--- src/rtl/data_ram_master_pkg.sv ---
// rtl/data_ram_master_pkg.sv - shared bus widths and data region bounds for the data RAM master
package data_ram_master_pkg;

  // Byte address width of the data RAM bus.
  localparam int ADDRESS_BUS_WIDTH = 8;

  // One word is three bytes, stored little-endian in the RAM.
  localparam int DATA_BUS_WIDTH = 24;

  // Total byte address space; the lower half is the data region.
  localparam int NUM_ADDRESS = 256;

  localparam int DATA_REGION_BYTES = NUM_ADDRESS / 2;

  // Highest byte address whose full 3-byte word still fits inside the data region.
  localparam logic [ADDRESS_BUS_WIDTH-1:0] LAST_WORD_ADDR =
    ADDRESS_BUS_WIDTH'(DATA_REGION_BYTES - 3);

endpackage

--- src/rtl/data_ram_master.sv ---
// rtl/data_ram_master.sv - data RAM bus initiator (optional DATA_RAM_BOUNDS_CHECK_EN range check)
module data_ram_master
  import data_ram_master_pkg::*;
(
  input  logic                         clk,
  input  logic                         rst_n,
  input  logic                         req_valid,
  output logic                         req_ready,
  input  logic                         req_rnw,
  input  logic [ADDRESS_BUS_WIDTH-1:0] req_addr,
  input  logic [DATA_BUS_WIDTH-1:0]    req_wdata,
  output logic                         resp_valid,
  input  logic                         resp_ready,
  output logic [DATA_BUS_WIDTH-1:0]    resp_rdata,
  output logic                         resp_err,
  output logic                         mem_cs,
  output logic                         mem_read_not_write,
  output logic [ADDRESS_BUS_WIDTH-1:0] mem_address,
  output logic [DATA_BUS_WIDTH-1:0]    mem_write_data,
  input  logic [DATA_BUS_WIDTH-1:0]    mem_read_data
);

  localparam logic [1:0] IDLE    = 2'd0;
  localparam logic [1:0] ISSUE   = 2'd1;
  localparam logic [1:0] CAPTURE = 2'd2;
  localparam logic [1:0] DONE    = 2'd3;

  logic [1:0] state;
  logic [1:0] next_state;
  logic       req_fire;
  logic       resp_fire;
  logic       addr_ok;

  // req_ready is only high in IDLE and resp_valid only in DONE, so these
  // already imply the right state.
  assign req_fire  = req_valid && req_ready;
  assign resp_fire = resp_valid && resp_ready;

`ifdef DATA_RAM_BOUNDS_CHECK_EN
  // A word starting past the last fitting byte would spill out of the data region.
  assign addr_ok = (req_addr <= LAST_WORD_ADDR);
`else
  assign addr_ok  = 1'b1;
  assign resp_err = 1'b0;
`endif

  // Next-state decode: one request in flight, load takes the extra CAPTURE step.
  always_comb begin
    next_state = state;
    case (state)
      IDLE: begin
        if (req_fire) begin
          next_state = addr_ok ? ISSUE : DONE;
        end
      end
      ISSUE: begin
        // mem_read_not_write still holds the latched direction during ISSUE.
        next_state = mem_read_not_write ? CAPTURE : DONE;
      end
      CAPTURE: begin
        next_state = DONE;
      end
      DONE: begin
        if (resp_fire) begin
          next_state = IDLE;
        end
      end
      default: begin
        next_state = IDLE;
      end
    endcase
  end

  // State register.
  always_ff @(posedge clk or negedge rst_n) begin
    if (!rst_n) begin
      state <= IDLE;
    end else begin
      state <= next_state;
    end
  end

  // req_ready registered from the state we are about to enter.
  always_ff @(posedge clk or negedge rst_n) begin
    if (!rst_n) begin
      req_ready <= 1'b1;
    end else begin
      req_ready <= (next_state == IDLE);
    end
  end

  // RAM bus: latch the request on accept, pulse cs for the ISSUE cycle only,
  // then park the direction back at read while address/data hold.
  always_ff @(posedge clk or negedge rst_n) begin
    if (!rst_n) begin
      mem_cs             <= 1'b0;
      mem_read_not_write <= 1'b1;
      mem_address        <= '0;
      mem_write_data     <= '0;
    end else if ((state == IDLE) && req_fire && addr_ok) begin
      mem_cs             <= 1'b1;
      mem_read_not_write <= req_rnw;
      mem_address        <= req_addr;
      mem_write_data     <= req_wdata;
    end else if (state == ISSUE) begin
      mem_cs             <= 1'b0;
      mem_read_not_write <= 1'b1;
    end
  end

  // Read data is sampled only at the end of CAPTURE, when the RAM is driving it.
  always_ff @(posedge clk or negedge rst_n) begin
    if (!rst_n) begin
      resp_rdata <= '0;
    end else if (state == CAPTURE) begin
      resp_rdata <= mem_read_data;
    end
  end

  // resp_valid rises one cycle into DONE and drops on the accepting edge.
  always_ff @(posedge clk or negedge rst_n) begin
    if (!rst_n) begin
      resp_valid <= 1'b0;
    end else begin
      resp_valid <= (state == DONE) && !resp_fire;
    end
  end

`ifdef DATA_RAM_BOUNDS_CHECK_EN
  // Out-of-range flag: set on a refused accept, cleared when the response is taken.
  always_ff @(posedge clk or negedge rst_n) begin
    if (!rst_n) begin
      resp_err <= 1'b0;
    end else if ((state == IDLE) && req_fire && !addr_ok) begin
      resp_err <= 1'b1;
    end else if (resp_fire) begin
      resp_err <= 1'b0;
    end
  end
`endif

endmodule
--- config.mk ---
export PLATFORM = sky130hd
export DESIGN_NAME = data_ram_master
export DESIGN_NICKNAME = d
export VERILOG_FILES = /design/src/rtl/data_ram_master_pkg.sv /design/src/rtl/data_ram_master.sv
export SDC_FILE = /design/constraint.sdc
export NUM_CORES = 1
export LEC_CHECK = 0
export ABC_AREA = 0
export CAP_MARGIN = 30
export CORE_MARGIN = 1.5
export CORE_UTILIZATION = 42
export DETAILED_ROUTE_END_ITERATION = 10
export MAX_ROUTING_LAYER = met4
export PLACE_DENSITY_LB_ADDON = 0.15
export SYNTH_ARGS = -nofsm -noshare
export SYNTH_HDL_FRONTEND = slang
export SYNTH_SLANG_ARGS = --single-unit
--- constraint.sdc ---
create_clock -name clk -period 2.6 [get_ports clk]
set_input_delay 0.78 -clock clk [delete_from_list [all_inputs] [get_ports clk]]
set_output_delay 0.78 -clock clk [all_outputs]
set_load 0.02 [all_outputs]
==> results of run 1 <==
## stage by stage
step                instances  worst slack [ns]
floorplan                 143             0.812
global placement          331             0.347
detailed placement        331             0.294
CTS                       347             0.312
global route              347             0.263
finish                    347             0.320
## cells by family (layout without fill, tap and decap cells)
| kind of cell | after synthesis | after routing | synth area share, % |
|---|---|---|---|
| muxes | 56 | 56 | 26.6 |
| DFF | 62 | 62 | 65.5 |
| buffers and inverters | 9 | 141 | 3.48 |
| AOI/OAI and AO/OA | 7 | 7 | 1.95 |
| other | 1 | 1 | 0.158 |
| and+or+nand+nor | 8 | 8 | 2.32 |
## power by group through the flow
stage | Clock [mW] | Sequential, mW | Combinational (mW)
floorplan | 0 | 2.03 | 0.580
global placement | 0 | 1.58 | 1.91
detailed placement | 0 | 1.59 | 1.94
CTS | 0.930 | 1.58 | 1.95
global route | 0.983 | 1.63 | 2.03
finish | 0.910 | 1.57 | 1.92
## per-layer routing
metal / wire (µm) / global-route usage (%) / vias up
li1: - / - / 756
met1: 2110 / 21.6 / 787
met2: 2290 / 27.7 / 82
met3: 590 / 8.84 / 7
met4: 61 / 7.50 / 0
met5: 0 / - / -
## final cells by class
class | count | share of cell area [%]
sequential | 62 | 40.5
timing repair buffer | 123 | 32.1
multi-input combinational | 72 | 19.2
clock buffer | 12 | 3.79
tap | 72 | 2.35
clock inverter | 4 | 1.83
inverter | 2 | 0.196
## cell usage in the layout, fill, tap and decap left out, drive strengths merged
| cell type | n |
|---|---|
| a211oi | 2 |
| a21boi | 1 |
| a21o | 1 |
| a21oi | 1 |
| a31oi | 1 |
| buf | 4 |
| bufinv | 2 |
| clkbuf | 12 |
| clkdlybuf4s50 | 119 |
| clkinv | 2 |
| conb | 1 |
| dfrtp | 60 |
| dfstp | 2 |
| inv | 2 |
| mux2 | 56 |
| nand2 | 1 |
| nand4 | 1 |
| nor2 | 4 |
| nor3 | 1 |
| nor4 | 1 |
| o21ai | 1 |
## worst max-delay path by stage
stage | slack [ns] | endpoint | cells past startpoint
detailed placement | 0.29 | mem_write_data[18]$_DFFE_PN0P_ | 5
CTS | 0.31 | mem_read_not_write | 1
floorplan | 0.81 | mem_address[0]$_DFFE_PN0P_ | 4
global placement | 0.35 | mem_write_data[4]$_DFFE_PN0P_ | 5
finish | 0.32 | mem_read_not_write | 1
global route | 0.26 | mem_read_not_write | 1
## registers in the layout, indices dropped and copies added, names as in the netlist
signal / flops
mem_write_data: 24
req_ready: 1
mem_address: 8
resp_rdata: 24
state: 2
resp_valid: 1
mem_cs: 1
mem_read_not_write: 1
==> impl_metrics.env, run 1 <==
export IMPL_power_internal_mw=2.98
export IMPL_synth_top_area_cell="dfrtp_1"
export IMPL_synth_commonest_cells="dfrtp_1 (60), mux2_2 (52), buf_6 (6)"
export IMPL_design_power_total_mw=4.40
export IMPL_r2r_end="resp_rdata[13]$_DFFE_PN0P_"
export IMPL_sequentialPowerShare_pct=35.7
export IMPL_nets=331
export IMPL_tightest_slew_ns=0.674
export IMPL_placed_area_um2=3620
export IMPL_synth_area_top_cells="dfrtp_1 (63%), mux2_2 (25%), buf_6 (2.8%)"
export IMPL_r2r_start="state[1]$_DFF_PN0_"
export IMPL_utilization_pct=70.1
export IMPL_clk_path_buf_depth=2
export IMPL_grt_max_degree=35
export IMPL_switching_share_pct=32.4
export IMPL_firstDrtPassIters=4
export IMPL_drv_cap=0
export IMPL_arrival_ns=1.50
export IMPL_clock_latency_ns=0.33
export IMPL_finalSetupViolCount=0
export IMPL_start_kind="flip-flop"
export IMPL_grt_pass1_vias=1778
export IMPL_fin_crit_sh_pct=87.7
export IMPL_via_per_inst=4.70
export IMPL_netlist_area_um2=2370
export IMPL_rr_worst_depth=3
export IMPL_worst_path_dominant_cell_family="buffers and inverters"
export IMPL_ant_nets=0
export IMPL_cp_slowest_cell="clkdlybuf4s50_1"
export IMPL_rows=27
export IMPL_p_sw_mw=1.43
export IMPL_cts_buffers=9
export IMPL_postCtsHoldBufs=0
export IMPL_synth_nets=204
export IMPL_die_h_um=78.2
export IMPL_synthesis_instances=143
export IMPL_cp_max_fo=4
export IMPL_synth_most_common_cell="dfrtp_1"
export IMPL_grt_pass1_wl_um=8310
export IMPL_final_fill_count=407
export IMPL_synth_cell_types=21
export IMPL_gp_congestion=0.752
export IMPL_routedWlPerCell_um=14.5
export IMPL_leakage_nw=1.67
export IMPL_place_hpwl_um=3670
export IMPL_die_area_um2=6110
export IMPL_crit_start="mem_read_not_write$_DFFE_PN1P_"
export IMPL_p_comb_share_pct=43.6
export IMPL_async_reset_ff_share_pct=100
export IMPL_finalSetupTns_ns=0
export IMPL_finalMaxSlewViolations=0
export IMPL_ys_seq_elements=62
export IMPL_clkPwrFrac_pct=20.7
export IMPL_path_buf_inv=1
export IMPL_clock_root_buffer="clkbuf_8"
export IMPL_status="finished clean"
export IMPL_fin_area_um2=3830
export IMPL_diodes=0
export IMPL_drc_errors=0
export IMPL_io_buffers=120
export IMPL_crit_chain="clkdlybuf4s50_1"
export IMPL_setup_worst_path_end_class="output pin"
export IMPL_synth_edf_count=0
export IMPL_clkTransAtPathRegs_ns=0.07
export IMPL_ir_worst_vdd_mv=0.639
export IMPL_path_class="flip-flop to output pin"
export IMPL_hold_ws_ns=0.380
export IMPL_multi_input_area_um2=736
export IMPL_grt_overflow=0
export IMPL_crit_required_ns=1.82
export IMPL_start_util_pct=43.3
export IMPL_reg2reg_slack_ns=0.94
export IMPL_period_needed_ns=2.28
export IMPL_p_per_area_nw_per_um2=1150
export IMPL_cts_resized=0
export IMPL_ys_warnings_count=0
export IMPL_synth_ff_type="dfrtp_1"
export IMPL_cts_tree="built"
export IMPL_synth_seq_area_share_pct=65.5
export IMPL_min_path_type="input port to asynchronous set/reset pin"
export IMPL_max_freq_ghz=0.439
export IMPL_cts_setup_buffers=0
export IMPL_core_area_um2=5470
export IMPL_rsz0062_at_grt="false"
export IMPL_drt_initial_drc_count=42
export IMPL_syn_to_final_growth_pct=61.6
export IMPL_synth_area_per_cell_um2=16.6
export IMPL_die_x_um=78.2
export IMPL_layout_drive_gt1_share_pct=27.3
export IMPL_maxSlewHeadroom_pct=55.0
export IMPL_critPathMaxStageDelay_ns=0.61
export IMPL_synth_top_cell_area_share_pct=63.3
export IMPL_cts_htree_levels=3
export IMPL_hold_viol_final=0
export IMPL_totalWireLength_um=5050
export IMPL_gr_usage_all_layers_pct=18.6
export IMPL_antenna_found_initial=0
export IMPL_via_count=1632
export IMPL_finalClockSkew_ns=0.00750
export IMPL_ff_latch_area_um2=1550
export IMPL_cts_sinks=62
export IMPL_ios=122
No activity file was read; power rests on OpenSTA's default activity.
==> run 2: changes to the inputs <==
--- a/config.mk
+++ b/config.mk
@@ -8,7 +8,7 @@
 export ABC_AREA = 0
 export CAP_MARGIN = 30
 export CORE_MARGIN = 1.5
-export CORE_UTILIZATION = 42
+export CORE_UTILIZATION = 39
 export DETAILED_ROUTE_END_ITERATION = 10
 export MAX_ROUTING_LAYER = met4
 export PLACE_DENSITY_LB_ADDON = 0.15
==> constraint.sdc (replaced) <==
create_clock -name clk -period 2.41 [get_ports clk]
set_input_delay 0.723 -clock clk [delete_from_list [all_inputs] [get_ports clk]]
set_output_delay 0.723 -clock clk [all_outputs]
set_load 0.02 [all_outputs]
==> impl_metrics.env, run 2 (synthesis results as in run 1) <==
export IMPL_drt_met1_wl_um=2160
export IMPL_ant_nets=0
export IMPL_start_kind="flip-flop"
export IMPL_clock_root_buffer="clkbuf_8"
export IMPL_routedWlPerCell_um=13.9
export IMPL_grt_pass1_wl_um=7600
export IMPL_final_cell_mix="clkdlybuf4s50_1 (119), dfrtp_1 (60), mux2_2 (52), clkbuf_8 (10)"
export IMPL_period_needed_ns=2.21
export IMPL_finalClockSkew_ns=0.00400
export IMPL_p_comb_share_pct=44.7
export IMPL_fin_crit_sh_pct=91.6
export IMPL_wl_met3_um=464
export IMPL_max_freq_ghz=0.453
export IMPL_crit_chain="clkdlybuf4s50_1"
export IMPL_multi_input_area_um2=736
export IMPL_cts_tree="built"
export IMPL_cts_buffers=9
export IMPL_cts_htree_levels=3
export IMPL_dr_wl_met2_um=2170
export IMPL_p_sw_mw=1.52
export IMPL_reg_top3="mem_write_data: 24 flops, resp_rdata: 24 flops, mem_address: 8 flops"
export IMPL_ios=122
export IMPL_r2r_start="state[1]$_DFF_PN0_"
export IMPL_nets=330
export IMPL_final_fill_count=451
export IMPL_crit_required_ns=1.69
export IMPL_cts_setup_buffers=0
export IMPL_maxSlewHeadroom_pct=54.4
export IMPL_clkTransAtPathRegs_ns=0.06
export IMPL_drv_cap=0
export IMPL_cp_slowest_cell="clkdlybuf4s50_1"
export IMPL_ff_latch_area_um2=1550
export IMPL_path_buf_inv=1
export IMPL_tightest_slew_ns=0.683
export IMPL_die_area_um2=6560
export IMPL_p_per_area_nw_per_um2=1210
export IMPL_die_x_um=81.0
export IMPL_place_hpwl_um=3520
export IMPL_rsz0062_at_grt="false"
export IMPL_finalSetupViolCount=0
export IMPL_drc_errors=0
export IMPL_grt_pass1_vias=1660
export IMPL_totalWireLength_um=4850
export IMPL_cp_max_fo=4
export IMPL_die_h_um=81.0
export IMPL_via_count=1629
export IMPL_clk_path_buf_depth=2
export IMPL_switching_share_pct=33.0
export IMPL_min_path_type="input port to asynchronous set/reset pin"
export IMPL_antenna_found_initial=0
export IMPL_worst_path_dominant_cell_family="buffers and inverters"
export IMPL_rows=28
export IMPL_arrival_ns=1.49
export IMPL_layout_commonest_cell="clkdlybuf4s50_1"
export IMPL_io_buffers=120
export IMPL_core_area_um2=5890
export IMPL_diodes=0
export IMPL_ir_worst_vdd_mv=0.646
export IMPL_postCtsHoldBufs=0
export IMPL_hold_viol_final=0
export IMPL_syn_to_final_growth_pct=60.8
export IMPL_cts_sinks=62
export IMPL_drt_initial_drc_count=33
export IMPL_utilization_pct=64.8
export IMPL_power_internal_mw=3.10
export IMPL_gr_usage_all_layers_pct=16.2
export IMPL_cts_resized=0
export IMPL_finalSetupTns_ns=0
export IMPL_start_util_pct=40.3
export IMPL_grt_max_degree=35
export IMPL_grt_overflow=0
export IMPL_setup_worst_path_end_class="output pin"
export IMPL_gp_congestion=0.688
export IMPL_critPathMaxStageDelay_ns=0.61
export IMPL_status="finished clean"
export IMPL_crit_start="mem_read_not_write$_DFFE_PN1P_"
export IMPL_layout_drive_gt1_share_pct=27.5
export IMPL_leakage_nw=1.66
export IMPL_finalMaxSlewViolations=0
export IMPL_hold_ws_ns=0.438
export IMPL_clkPwrFrac_pct=18.6
export IMPL_clock_latency_ns=0.32
export IMPL_path_class="flip-flop to output pin"
export IMPL_firstDrtPassIters=3
export IMPL_sequentialPowerShare_pct=36.7
export IMPL_via_per_inst=4.68
export IMPL_top_layer_used="met4"
-- run 2: final timing paths --
| check | end | slack (ns) | cells past startpoint |
|---|---|---|---|
| max | mem_read_not_write | 0.20 | 1 |
| min | resp_rdata[2]$_DFFE_PN0P_ | 0.44 | 1 |
| max reg2reg | resp_rdata[20]$_DFFE_PN0P_ | 0.77 | 3 |
| min reg2reg | resp_valid$_DFF_PN0_ | 0.48 | 1 |
| max in group asynchronous | mem_address[7]$_DFFE_PN0P_ | 1.36 | 2 |
| min in group clk | resp_valid$_DFF_PN0_ | 0.48 | 1 |
-- run 2: area by class of cell --
type,instances,area share (%)
inverter,2,0.197
timing repair buffer,122,32.4
clock buffer,10,3.61
clock inverter,5,1.31
multi-input combinational,72,19.3
tap,75,2.46
sequential,62,40.7
-- run 2: power groups by stage --
stage          combinational [mW]  sequential (mW)  clock [mW]
4_1_cts                      2.09             1.70       0.886
5_1_grt                      2.20             1.75       0.941
6_report                     2.06             1.70       0.859
3_5_place_dp                 2.09             1.72           0
2_1_floorplan               0.625             2.19           0
3_3_place_gp                 2.07             1.70           0
-- run 2: layer usage --
metal  track usage, %  vias to the layer above
li1                 -                      753
met4             7.76                        0
met1             19.4                      792
met5                -                        -
met2             24.6                       77
met3             5.28                        7
-- run 2: stage by stage --
| step | instance area [µm²] | total power, mW | cells | setup WS [ns] |
|---|---|---|---|---|
| final | 3810 | 4.62 | 348 | 0.201 |
| after global routing | 3810 | 4.89 | 348 | 0.171 |
| after CTS | 3810 | 4.68 | 348 | 0.185 |
| after detailed placement | 3630 | 3.81 | 333 | 0.175 |
| after global placement | 3630 | 3.77 | 333 | 0.206 |
| after floorplan | 2370 | 2.81 | 143 | 0.679 |
==> run 3: changes to the inputs <==
==> constraint.sdc (replaced) <==
create_clock -name clk -period 2.05 [get_ports clk]
set_input_delay 0.615 -clock clk [delete_from_list [all_inputs] [get_ports clk]]
set_output_delay 0.615 -clock clk [all_outputs]
set_load 0.02 [all_outputs]
==> impl_metrics.env, run 3 (synthesis results as in run 1) <==
export IMPL_place_hpwl_um=3650
export IMPL_clk_path_buf_depth=2
export IMPL_critPathMaxStageDelay_ns=0.63
export IMPL_max_freq_ghz=0.524
export IMPL_antenna_found_initial=0
export IMPL_ios=122
export IMPL_die_h_um=81.0
export IMPL_r2r_start="req_ready$_DFF_PN1_"
export IMPL_placed_area_um2=3650
export IMPL_finalSetupViolCount=0
export IMPL_setup_worst_path_end_class="output pin"
export IMPL_grt_max_degree=55
export IMPL_fin_area_um2=3810
export IMPL_cts_buffers=9
export IMPL_finalSetupTns_ns=0
export IMPL_syn_to_final_growth_pct=60.8
export IMPL_grt_overflow=0
export IMPL_diodes=0
export IMPL_io_buffers=120
export IMPL_start_kind="flip-flop"
export IMPL_totalWireLength_um=5040
export IMPL_drt_met1_wl_um=2180
export IMPL_switching_share_pct=33.8
export IMPL_drt_initial_drc_count=55
export IMPL_r2r_end="mem_write_data[13]$_DFFE_PN0P_"
export IMPL_top_layer_used="met4"
export IMPL_core_area_um2=5890
export IMPL_leakage_nw=1.67
export IMPL_ant_nets=0
export IMPL_final_fill_count=477
export IMPL_path_class="flip-flop to output pin"
export IMPL_cts_htree_levels=3
export IMPL_layout_drive_gt1_share_pct=28.2
export IMPL_final_cell_mix="clkdlybuf4s50_1 (117), dfrtp_1 (60), mux2_2 (52), clkbuf_8 (10), clkinv_2 (5)"
export IMPL_power_internal_mw=3.53
export IMPL_crit_chain="clkdlybuf4s50_1"
export IMPL_fin_crit_sh_pct=93.2
export IMPL_layout_commonest_cell="clkdlybuf4s50_1"
export IMPL_design_power_total_mw=5.33
export IMPL_start_util_pct=40.3
export IMPL_cts_setup_buffers=0
export IMPL_period_needed_ns=1.91
export IMPL_hold_viol_final=0
export IMPL_cp_slowest_cell="clkdlybuf4s50_1"
export IMPL_via_count=1644
export IMPL_finalMaxSlewViolations=0
export IMPL_status="finished clean"
export IMPL_clock_latency_ns=0.32
export IMPL_ir_worst_vdd_mv=0.723
export IMPL_cts_sinks=62
export IMPL_grt_pass1_vias=1719
export IMPL_nets=333
export IMPL_rr_worst_depth=4
export IMPL_die_area_um2=6560
export IMPL_path_buf_inv=1
export IMPL_gp_congestion=0.692
export IMPL_grt_pass1_wl_um=7950
export IMPL_cp_max_fo=2
export IMPL_drv_cap=0
export IMPL_cts_tree="built"
export IMPL_firstDrtPassIters=4
export IMPL_min_path_type="input port to asynchronous set/reset pin"
export IMPL_p_comb_share_pct=45.7
export IMPL_p_sw_mw=1.80
export IMPL_arrival_ns=1.30
export IMPL_finalClockSkew_ns=0.00771
export IMPL_crit_required_ns=1.43
export IMPL_reg_top3="mem_write_data: 24 flops, resp_rdata: 24 flops, mem_address: 8 flops"
export IMPL_stdcell_count=352
export IMPL_reg2reg_slack_ns=0.55
export IMPL_drc_errors=0
export IMPL_sequentialPowerShare_pct=37.6
export IMPL_via_per_inst=4.67
export IMPL_p_per_area_nw_per_um2=1400
export IMPL_clkTransAtPathRegs_ns=0.06
export IMPL_clock_root_buffer="clkbuf_8"
export IMPL_rows=28
export IMPL_dp_cells=336
export IMPL_clkPwrFrac_pct=16.7
export IMPL_worst_path_dominant_cell_family="buffers and inverters"
export IMPL_gr_usage_all_layers_pct=17.1
export IMPL_die_x_um=81.0
export IMPL_dr_wl_met2_um=2360
export IMPL_wl_met3_um=456
export IMPL_rsz0062_at_grt="false"
export IMPL_routedWlPerCell_um=14.3
-- run 3: worst max-delay path by stage --
stage,from,end,cells after the start
after floorplan,req_valid,mem_address[0]$_DFFE_PN0P_,4
after global placement,req_valid,mem_address[4]$_DFFE_PN0P_,5
after detailed placement,req_valid,mem_write_data[16]$_DFFE_PN0P_,5
after CTS,resp_valid$_DFF_PN0_,resp_valid,1
after global routing,mem_write_data[16]$_DFFE_PN0P_,mem_write_data[16],1
final,mem_address[3]$_DFFE_PN0P_,mem_address[3],1
-- run 3: power by group through the flow --
stage / registers (mW) / clock network, mW / logic (mW)
global route: 2.07 / 0.983 / 2.59
detailed placement: 2.03 / 0 / 2.47
floorplan: 2.57 / 0 / 0.735
finish: 2.00 / 0.890 / 2.43
global placement: 2.01 / 0 / 2.44
CTS: 2.01 / 0.922 / 2.47
-- run 3: per-layer routing --
metal	up-vias	track usage [%]
met3	5	5.51
li1	758	-
met5	-	-
met1	806	19.7
met2	75	26.7
met4	0	8.79
-- run 3: area by class of cell --
cell class,instances,area [µm²],area share [%]
Tap cell,75,93.8,2.46
Clock inverter,5,25.0,0.656
Inverter,2,7.51,0.197
Clock buffer,11,141,3.71
Sequential cell,62,1550,40.7
Timing Repair Buffer,125,1260,32.9
Multi-Input combinational cell,72,736,19.3
-- run 3: per-stage QoR --
stage / hold slack (ns) / utilization, % / setup WS (ns)
6_report: 0.143 / 64.8 / 0.140
3_3_place_gp: 0.470 / 62.0 / -0.0180
2_1_floorplan: 0.319 / - / 0.427
5_1_grt: 0.140 / 64.8 / 0.0781
3_5_place_dp: 0.475 / 62.0 / -0.0410
4_1_cts: 0.134 / 64.8 / 0.116
-- run 3: timing repair --
| action | CTS | global route |
|---|---|---|
| setup endpoints to repair | 2 | 0 |
| resized for setup | 2 | 0 |
| endpoints found under the hold margin | 0 | 0 |
| hold buffers | 0 | 0 |
-- run 3: worst reg2reg max path: stages (launching register included) --
cell,delay [ns]
dfstp_2,0.54
nand2_1,0.09
nor3_4,0.18
buf_12,0.22
mux2_2,0.36
